===== src/rtl/riscv_mem_wb.sv =====
// riscv_mem_wb: memory / writeback stage of a small in-order RISC-V pipeline.
// Non-memory results are written back one cycle after acceptance. Loads and
// stores run a req/ack handshake to data memory. Load data is lane-extracted
// and sign/zero extended before writeback. While an access is outstanding,
// in_ready is low, which stalls execute.
// Optional build macro: RISCV_MISALIGN_TRAP_EN adds a 'misalign' output and
// suppresses misaligned loads/stores instead of silently aligning them.
module riscv_mem_wb #(
    parameter int XLEN = 32,
    parameter int REGN = 32,
    parameter int REGA = $clog2(REGN)
) (
    input  logic            clk,
    input  logic            rst_n,
    input  logic            in_valid,
    output logic            in_ready,
    input  logic [XLEN-1:0] result,
    input  logic [REGA-1:0] rd,
    input  logic            memfetch,
    input  logic            memstore,
    input  logic [XLEN-1:0] store_data,
    input  logic [2:0]      funct3,
`ifdef RISCV_MISALIGN_TRAP_EN
    output logic            misalign,
`endif
    output logic            mem_req,
    output logic            mem_we,
    output logic [XLEN-1:0] mem_addr,
    output logic [XLEN-1:0] mem_wdata,
    output logic [3:0]      mem_wstrb,
    input  logic [XLEN-1:0] mem_rdata,
    input  logic            mem_ack,
    output logic            wb_en,
    output logic [REGA-1:0] wb_rd,
    output logic [XLEN-1:0] wb_data
);

    typedef enum logic [1:0] {
        ST_IDLE = 2'd0,
        ST_MEM  = 2'd1,
        ST_WB   = 2'd2
    } state_t;

    state_t          state_r;
    logic            is_load_r;
    logic [2:0]      ld_f3_r;
    logic [1:0]      ld_off_r;
    logic [REGA-1:0] ld_rd_r;

    logic accept_s;
    logic mem_op_s;
    logic misalign_s;

    // Byte enables: byte lane = off, half lane = off[1], everything else a full word.
    function automatic logic [3:0] lane_strb(input logic [2:0] f3, input logic [1:0] off);
        logic [3:0] strb_v;
        case (f3[1:0])
            2'b00:   strb_v = 4'b0001 << off;
            2'b01:   strb_v = off[1] ? 4'b1100 : 4'b0011;
            default: strb_v = 4'b1111;
        endcase
        return strb_v;
    endfunction

    // Store data is replicated across lanes so the strobes alone select the bytes.
    function automatic logic [31:0] lane_wdata(input logic [2:0] f3, input logic [31:0] sd);
        logic [31:0] wd_v;
        case (f3[1:0])
            2'b00:   wd_v = {4{sd[7:0]}};
            2'b01:   wd_v = {2{sd[15:0]}};
            default: wd_v = sd;
        endcase
        return wd_v;
    endfunction

    // Pick the addressed byte/half out of the read word and extend it.
    function automatic logic [31:0] load_extract(input logic [2:0] f3, input logic [1:0] off,
                                                 input logic [31:0] rdata);
        logic [7:0]  byte_v;
        logic [15:0] half_v;
        logic [31:0] res_v;
        case (off)
            2'b00:   byte_v = rdata[7:0];
            2'b01:   byte_v = rdata[15:8];
            2'b10:   byte_v = rdata[23:16];
            default: byte_v = rdata[31:24];
        endcase
        half_v = off[1] ? rdata[31:16] : rdata[15:0];
        case (f3)
            3'b000:  res_v = {{24{byte_v[7]}}, byte_v};
            3'b100:  res_v = {24'h000000, byte_v};
            3'b001:  res_v = {{16{half_v[15]}}, half_v};
            3'b101:  res_v = {16'h0000, half_v};
            default: res_v = rdata;
        endcase
        return res_v;
    endfunction

    // Halfwords must be 2-byte aligned, words (and reserved sizes) 4-byte aligned.
    function automatic logic is_misaligned(input logic [2:0] f3, input logic [1:0] off);
        logic mis_v;
        case (f3[1:0])
            2'b00:   mis_v = 1'b0;
            2'b01:   mis_v = off[0];
            default: mis_v = (off != 2'b00);
        endcase
        return mis_v;
    endfunction

    assign in_ready = rst_n & (state_r == ST_IDLE);
    assign accept_s = in_valid & in_ready;
    assign mem_op_s = memfetch | memstore;
`ifdef RISCV_MISALIGN_TRAP_EN
    assign misalign_s = is_misaligned(funct3, result[1:0]);
`else
    assign misalign_s = 1'b0;
`endif

    // Stage sequencer: accept ops, drive the memory handshake, produce writebacks.
    always_ff @(posedge clk) begin
        if (!rst_n) begin
            state_r   <= ST_IDLE;
            is_load_r <= 1'b0;
            ld_f3_r   <= 3'b000;
            ld_off_r  <= 2'b00;
            ld_rd_r   <= '0;
            mem_req   <= 1'b0;
            mem_we    <= 1'b0;
            mem_addr  <= '0;
            mem_wdata <= '0;
            mem_wstrb <= 4'b0000;
            wb_en     <= 1'b0;
            wb_rd     <= '0;
            wb_data   <= '0;
`ifdef RISCV_MISALIGN_TRAP_EN
            misalign  <= 1'b0;
`endif
        end else begin
            wb_en <= 1'b0;
`ifdef RISCV_MISALIGN_TRAP_EN
            misalign <= 1'b0;
`endif
            case (state_r)
                ST_IDLE: begin
                    if (accept_s && mem_op_s) begin
                        if (misalign_s) begin
`ifdef RISCV_MISALIGN_TRAP_EN
                            misalign <= 1'b1;
`endif
                        end else begin
                            mem_req   <= 1'b1;
                            mem_we    <= memstore;
                            mem_addr  <= {result[XLEN-1:2], 2'b00};
                            mem_wdata <= lane_wdata(funct3, store_data);
                            mem_wstrb <= lane_strb(funct3, result[1:0]);
                            is_load_r <= memfetch;
                            ld_f3_r   <= funct3;
                            ld_off_r  <= result[1:0];
                            ld_rd_r   <= rd;
                            state_r   <= ST_MEM;
                        end
                    end else if (accept_s) begin
                        // x0 is hard-wired to zero, so its writes are dropped.
                        wb_en   <= (rd != '0);
                        wb_rd   <= rd;
                        wb_data <= result;
                    end else begin
                        state_r <= ST_IDLE;
                    end
                end
                ST_MEM: begin
                    if (mem_ack && mem_req) begin
                        mem_req <= 1'b0;
                        mem_we  <= 1'b0;
                        if (is_load_r) begin
                            wb_en   <= (ld_rd_r != '0);
                            wb_rd   <= ld_rd_r;
                            wb_data <= load_extract(ld_f3_r, ld_off_r, mem_rdata);
                            state_r <= ST_WB;
                        end else begin
                            state_r <= ST_IDLE;
                        end
                    end else begin
                        state_r <= ST_MEM;
                    end
                end
                ST_WB: begin
                    state_r <= ST_IDLE;
                end
                default: begin
                    state_r <= ST_IDLE;
                end
            endcase
        end
    end

endmodule


===== config.mk =====
export PLATFORM = sky130hd
export DESIGN_NAME = riscv_mem_wb
export DESIGN_NICKNAME = d
export VERILOG_FILES = /design/src/rtl/riscv_mem_wb.sv
export SDC_FILE = /design/constraint.sdc
export NUM_CORES = 1
export LEC_CHECK = 0
export ABC_AREA = 1
export CORE_MARGIN = 10
export CORE_UTILIZATION = 40
export DETAILED_ROUTE_END_ITERATION = 10
export PLACE_DENSITY = 0.83
export SETUP_SLACK_MARGIN = 0.2
export SLEW_MARGIN = 20
export SYNTH_ARGS = -nofsm -noshare
export SYNTH_HDL_FRONTEND = slang
export SYNTH_SLANG_ARGS = --single-unit
export TNS_END_PERCENT = 10

===== constraint.sdc =====
create_clock -name clk -period 1.1 [get_ports clk]
set_input_delay 0.22 -clock clk [delete_from_list [all_inputs] [get_ports clk]]
set_output_delay 0.22 -clock clk [all_outputs]
set_load 0.01 [all_outputs]

==> impl_metrics.ini, run 1 <==
[route]
vias_per_cell = 5.200
remaining_drc_errors = 0
firstDrtPassIters = 5
postRouteAntennaNets = 0
routed_wirelength_um = 21590
detailedRoute.firstIterationViolations = 517
vias = 6458
wl_per_cell_um = 17.38

[worst_setup_path]
path_max_fanout = 6
path_depth = 5
crit_path_frequent_cell = a21oi_1
crit_type = register to register
cpPeakStageDelay_ns = 0.35
startpoint_type = register
crit_path_top_delay_cell = dfxtp_4
crit_chain = buf_4 -> o21ai_0 -> a21oi_1 -> or2_1 -> a21oi_1
crit_required_ns = 1.45
cp_top_family = compound AO/OA/AOI/OAI gates
r2r_cells = 5
cp-end-kind = register
crit_arrival_ns = 1.76
critPathBufInv = 1

[power]
switchingPower_mw = 3.519
power_frac_seq_pct = 36.9
power_leakage_nw = 4.122
max-vdd-ir-drop_uv = 971.9
p_per_area_nw_per_um2 = 1408
p_int_mw = 9.671
p_comb_share_pct = 21.2
clockPowerShare_pct = 41.9
swShare_pct = 26.68

[sta]
slew_headroom_pct = 64.40
fin_crit_sh_pct = 128.6
final.min_clock_period_ns = 1.415
max_freq_mhz = 706.7
fin_ws_ns = -0.3149
hold_viol = 0
tightest_slew_ns = 0.5321
skew_ns = 0.006059
setup_violations = 123
final_max_slew_viol_count = 0
whs_ns = 0.2554
rsz0062_at_grt = yes

[final_layout]
area_growth_pct = 70.51
fin_nets = 1163
final_cell_area_um2 = 9370
drive_gt1_share_pct = 36.68
n_antenna_cell = 0

[die]
die_w_um = 137.2
initial_utilization_pct = 41.17
io_pins = 219
die-area_um2 = 18830
die_y_um = 137.2
rows = 42
fp.coreArea_um2 = 13350

[placed_design]
place_hpwl_um = 16070
place_ws_ns = -0.6223
place_area_um2 = 8282
globalplace.congestion = 0.9161
place.port_buffers = 216

[yosys]
synthCells = 785
syn_avg_cell_area_um2 = 7.000
synthDistinctLibCells = 30
seq_area_frac_synth_pct = 43.35
syn-cell-area_um2 = 5495
synth_seq_cells = 119
ys_warn_count = 0

[global_route]
grt_overflow = 0
grt.total_usage_pct = 21.99
antenna_found_initial = 0
grt_pass1_wl_um = 32580
grt_start_max_net_pins = 48
grt_pass1_vias = 6185

[run_status]
outcome = finished with violations
failed_checks = setup timing

[clocking]
path_clk_slew_ns = 0.06
cts_tree = built
cts_buffers = 17
clock_path_buffers = 2
clock_latency_ns = 0.42
cts_sinks = 119
cts-root-buf = clkbuf_16
ctsHtreeMaxLevel = 4

[hold_path]
holdPathStages = 4
hold_path.class = input pin to register

[flow_run]
cap_violations = 0
==> cell usage after synthesis (all sizes together) <==
master | n | area, µm²
a31oi | 2 | 12.51
inv | 52 | 200.2
conb | 1 | 3.750
a21oi | 161 | 805.8
a31o | 1 | 8.760
clkbuf | 22 | 82.58
nand2 | 144 | 563.0
buf | 40 | 256.5
nand4 | 1 | 12.51
nand3 | 29 | 157.7
nor3 | 2 | 10.01
a211oi | 1 | 7.510
o211a | 1 | 10.01
o21ai | 122 | 610.6
o211ai | 4 | 30.03
nor2 | 76 | 297.8
or2 | 7 | 43.79
dfxtp | 119 | 2382
==> sequential cells by signal (all words and copies together), names as in the netlist, 2 cells and up <==
name       cells
mem_wstrb      4
wb_data       32
mem_addr      30
state_r        2
ld_rd_r        5
mem_wdata     32
wb_rd          5
ld_f3_r        3
ld_off_r       2
==> power by group through the flow <==
stage	registers, mW	clock network [mW]	logic (mW)
2_1_floorplan	4.94	0	1.05
3_3_place_gp	4.83	0	2.54
3_5_place_dp	4.84	0	2.58
4_1_cts	4.84	5.58	2.66
5_1_grt	4.90	5.78	3.03
6_report	4.87	5.53	2.79
==> worst reg2reg max path, delay by kind of cell, from the launching register on <==
kind | cells | cell delay (ns)
compound gates | 3 | 0.59
buf+inv | 1 | 0.15
flops | 1 | 0.35
simple gates | 1 | 0.26
==> path summary, 6_finish.rpt <==
check,from,to,slack [ns]
max reg2reg,ld_off_r[1],wb_data[5],-0.31
min,rst_n,mem_wdata[9],0.26
min reg2reg,mem_wdata[18],mem_wdata[18],0.47
max,ld_off_r[1],wb_data[5],-0.31
==> stage by stage <==
step | instances | power (mW) | utilization (%) | TNS, ns
2_1_floorplan | 786 | 5.991 | - | -13.75
3_3_place_gp | 1202 | 7.377 | 62.05 | -58.37
3_5_place_dp | 1202 | 7.426 | 62.05 | -63.23
4_1_cts | 1240 | 13.07 | 68.20 | -28.40
5_1_grt | 1242 | 13.72 | 70.20 | -38.70
6_report | 1242 | 13.19 | 70.20 | -26.56
==> metal layers <==
metal	global-route usage, %	part of all wire (%)	vias up
li1	-	-	3155
met1	24.94	38	2932
met2	35.59	47	314
met3	9.323	12	57
met4	9.309	3.4	0
met5	0	0	-
==> kinds of logic after synthesis <==
family                 share of synthesized area (%)
AO/OA/AOI/OAI                                  27.03
buffers and inverters                          9.813
AND/OR/NAND/NOR                                19.74
other                                        0.06824
flip-flops                                     43.35
==> placed cells by master (no fill, tap or decap), types with 3 or more instances in the layout <==
cell             synthesis  layout
clkinv_2                 0       4
nand2_1                137     131
or2_2                    5       5
nor2_2                   2       4
inv_4                    2       3
buf_6                    6     112
clkdlybuf4s50_1          0     108
inv_1                   45      44
buf_4                    9      79
inv_2                    5       3
nand2_2                  6      10
o21ai_1                 31      33
clkinvlp_4               0       3
a21oi_1                161     154
a21oi_2                  0       7
dfxtp_2                  0     107
clkbuf_1                22       3
o21ai_2                  0       7
clkbuf_8                 0       4
o211ai_1                 4       4
dfxtp_1                119      10
buf_12                   0       7
o21ai_0                 91      81
nor2_1                  73      70
nand3_1                 28      27
clkbuf_16                0      17
==> final cells by class <==
| type | instances | area [µm²] |
|---|---|---|
| Clock buffer | 24 | 491.7 |
| Clock inverter | 8 | 95.09 |
| Fill cell | 1041 | 3978 |
| Inverter | 52 | 214.0 |
| Multi-Input combinational cell | 554 | 2713 |
| Sequential cell | 119 | 2524 |
| Tap cell | 176 | 220.2 |
| Timing Repair Buffer | 309 | 3113 |
==> what timing repair did <==
item / CTS / global route
cloned: 1 / 1
pin swaps: 2 / 2
hold endpoints to repair: 0 / 0
hold buffers: 0 / 0
buffers inserted: 5 / 1
resized for setup: 628 / 78
endpoints found under the setup margin: 226 / 226
No activity file was read; power rests on OpenSTA's default activity.
==> run 2: changes to the inputs <==
--- a/config.mk
+++ b/config.mk
@@ -9,6 +9,7 @@
 export CORE_MARGIN = 10
 export CORE_UTILIZATION = 40
 export DETAILED_ROUTE_END_ITERATION = 10
+export HOLD_SLACK_MARGIN = 0.06
 export PLACE_DENSITY = 0.83
 export SETUP_SLACK_MARGIN = 0.2
 export SLEW_MARGIN = 20
==> results of run 2 <==
Final layout, timing and power as in run 1 (identical DEF).
==> run 3: changes to the inputs <==
--- a/config.mk
+++ b/config.mk
@@ -11,6 +11,7 @@
 export DETAILED_ROUTE_END_ITERATION = 10
 export HOLD_SLACK_MARGIN = 0.06
 export PLACE_DENSITY = 0.83
+export RECOVER_POWER = 100
 export SETUP_SLACK_MARGIN = 0.2
 export SLEW_MARGIN = 20
 export SYNTH_ARGS = -nofsm -noshare
==> constraint.sdc (replaced) <==
create_clock -name clk -period 1.1 [get_ports clk]
set_input_delay 0.22 -clock clk [delete_from_list [all_inputs] [get_ports clk]]
set_output_delay 0.22 -clock clk [all_outputs]
set_load 0.02 [all_outputs]
==> run 3 against run 2 <==
Net effect:
- the run still ends with setup timing left
- flip-flop and latch count did not move
- worst setup slack got worse by 0.068 ns
- via count rose by 1.5%
- critical endpoint is now wb_data[16]
- combinational power rose by 10%
- critical path type unchanged
- highest routed layer unchanged
- largest cell class unchanged
- largest power group unchanged
- clock power fell by 11%
==> impl_metrics.ini, run 3 (same netlist as run 1, synthesis figures left out) <==
[die]
rows = 42
fp.coreArea_um2 = 13350
die-area_um2 = 18830
die_y_um = 137.2
io_pins = 219
die_w_um = 137.2
initial_utilization_pct = 41.17

[global_route]
grt_overflow = 0
antenna_found_initial = 0
grt_start_max_net_pins = 44
grt_pass1_vias = 6247
grt.total_usage_pct = 21.61
grt_pass1_wl_um = 32240

[sta]
slew_headroom_pct = 65.86
hold_viol = 0
rsz0062_at_grt = yes
max_freq_mhz = 674.4
tightest_slew_ns = 0.5102
skew_ns = 0.008692
fin_tns_setup_ns = -30.49
final_max_slew_viol_count = 0
setup_violations = 121
final.min_clock_period_ns = 1.483
fin_crit_sh_pct = 134.8
fin_ws_ns = -0.3828

[placed_design]
place_area_um2 = 8387
globalplace.congestion = 0.9313
place_inst = 1219
place.port_buffers = 216
place_ws_ns = -0.6181
place_hpwl_um = 15710

[route]
routed_wirelength_um = 22220
detailedRoute.firstIterationViolations = 523
firstDrtPassIters = 5
wl_per_cell_um = 17.68
remaining_drc_errors = 0
vias_per_cell = 5.216
postRouteAntennaNets = 0
vias = 6557

[worst_setup_path]
cpPeakStageDelay_ns = 0.30
crit_type = register to register
path_max_fanout = 9
critPathBufInv = 3
cp-end-kind = register
crit_required_ns = 1.39
crit_arrival_ns = 1.77
crit_path_top_delay_cell = dfxtp_1
crit_chain = inv_2 -> nand2_2 -> nor2_4 -> nand3_4 -> nand2_4 -> inv_8 -> clkbuf_16 -> o21ai_1 -> a21oi_1
startpoint_type = register
cp_top_family = simple AND/OR/NAND/NOR gates

[clocking]
cts_buffers = 17
clock_latency_ns = 0.41
clock_path_buffers = 2
cts_sinks = 119
cts_hold_buf = 0
path_clk_slew_ns = 0.05
ctsHtreeMaxLevel = 4
cts_tree = built
cts-root-buf = clkbuf_16

[hold_path]
hold_path.class = input pin to register

[power]
clockPowerShare_pct = 38.2
p_int_mw = 9.202
max-vdd-ir-drop_uv = 851.8
finalPower_mw = 12.83
swShare_pct = 28.30
p_per_area_nw_per_um2 = 1362
power_leakage_nw = 4.189
switchingPower_mw = 3.633
power_frac_seq_pct = 37.9
p_comb_share_pct = 23.9

[final_layout]
regArea_um2 = 2515
final_cell_mix = a21oi_1, nand2_1, buf_6
fin_nets = 1179
layout_commonest_cell = a21oi_1
drive_gt1_share_pct = 36.54
reg_top3 = mem_wdata x32, wb_data x32, mem_addr x30
final_cell_area_um2 = 9422
area_growth_pct = 71.45
fillers = 1081
multi_input_area_um2 = 2678
n_antenna_cell = 0
fin_cells = 1257

[flow_run]
cap_violations = 0

[run_status]
failed_checks = setup timing
outcome = finished with violations
run 3: changes by cell type in the layout (fill, tap and decap cells not counted), moves of 4 or more:
| cell | delta |
|---|---|
| buf_4 | +15 |
| clkbuf_1 | +4 |
| clkbuf_16 | +4 |
| o21ai_1 | -5 |
run 3: worst paths after layout:
path,start,endpoint,slack (ns),depth (start not counted)
worst max register to register,state_r[1],wb_data[16],-0.38,9
worst min register to register,ld_rd_r[2],ld_rd_r[2],0.46,2
worst max-delay path,state_r[1],wb_data[16],-0.38,9
worst min-delay path,rst_n,mem_addr[31],0.27,4
run 3: what timing repair did:
| action | in CTS | in global routing |
|---|---|---|
| setup buffers | 1 | 1 |
| resized for setup | 724 | 46 |
| pin swaps | 0 | 2 |
| cloned | 0 | 5 |
| endpoints found under the setup margin | 226 | 226 |
run 3: through the flow:
step / hold WS [ns] / utilization (%)
final: 0.2724 / 70.58
after floorplan: 0.3636 / -
after detailed placement: 0.4532 / 62.83
after CTS: 0.2613 / 68.79
after global placement: 0.4490 / 62.83
after global routing: 0.2757 / 70.58
run 3: routing by layer:
| metal | up-vias | GRT usage [%] | part of all wire [%] |
|---|---|---|---|
| met5 | - | 0 | 0 |
| met4 | 0 | 9.953 | 3.8 |
| met3 | 65 | 8.230 | 11 |
| met2 | 325 | 34.63 | 46 |
| met1 | 2989 | 25.05 | 40 |
| li1 | 3178 | - | - |
run 3: worst min-delay path, cell delays in order:
cell     delay, ns
buf_2         0.11
buf_4         0.18
o21ai_0       0.09
nor2_1        0.04
run 3: area by class of cell:
class | count | share of cell area [%]
clock buffers | 27 | 5.232
clock inverters | 4 | 0.2125
inverters | 52 | 2.231
multi-input cells | 553 | 28.42
flip-flops and latches | 119 | 26.69
well taps | 176 | 2.337
repair buffers | 326 | 34.87
run 3: power groups by stage:
stage	Combinational, mW	Clock (mW)	Sequential (mW)
2_1_floorplan	1.05	0	5.14
3_3_place_gp	2.79	0	4.83
3_5_place_dp	2.82	0	4.84
4_1_cts	2.91	4.95	4.85
5_1_grt	3.31	5.14	4.89
6_report	3.07	4.90	4.87
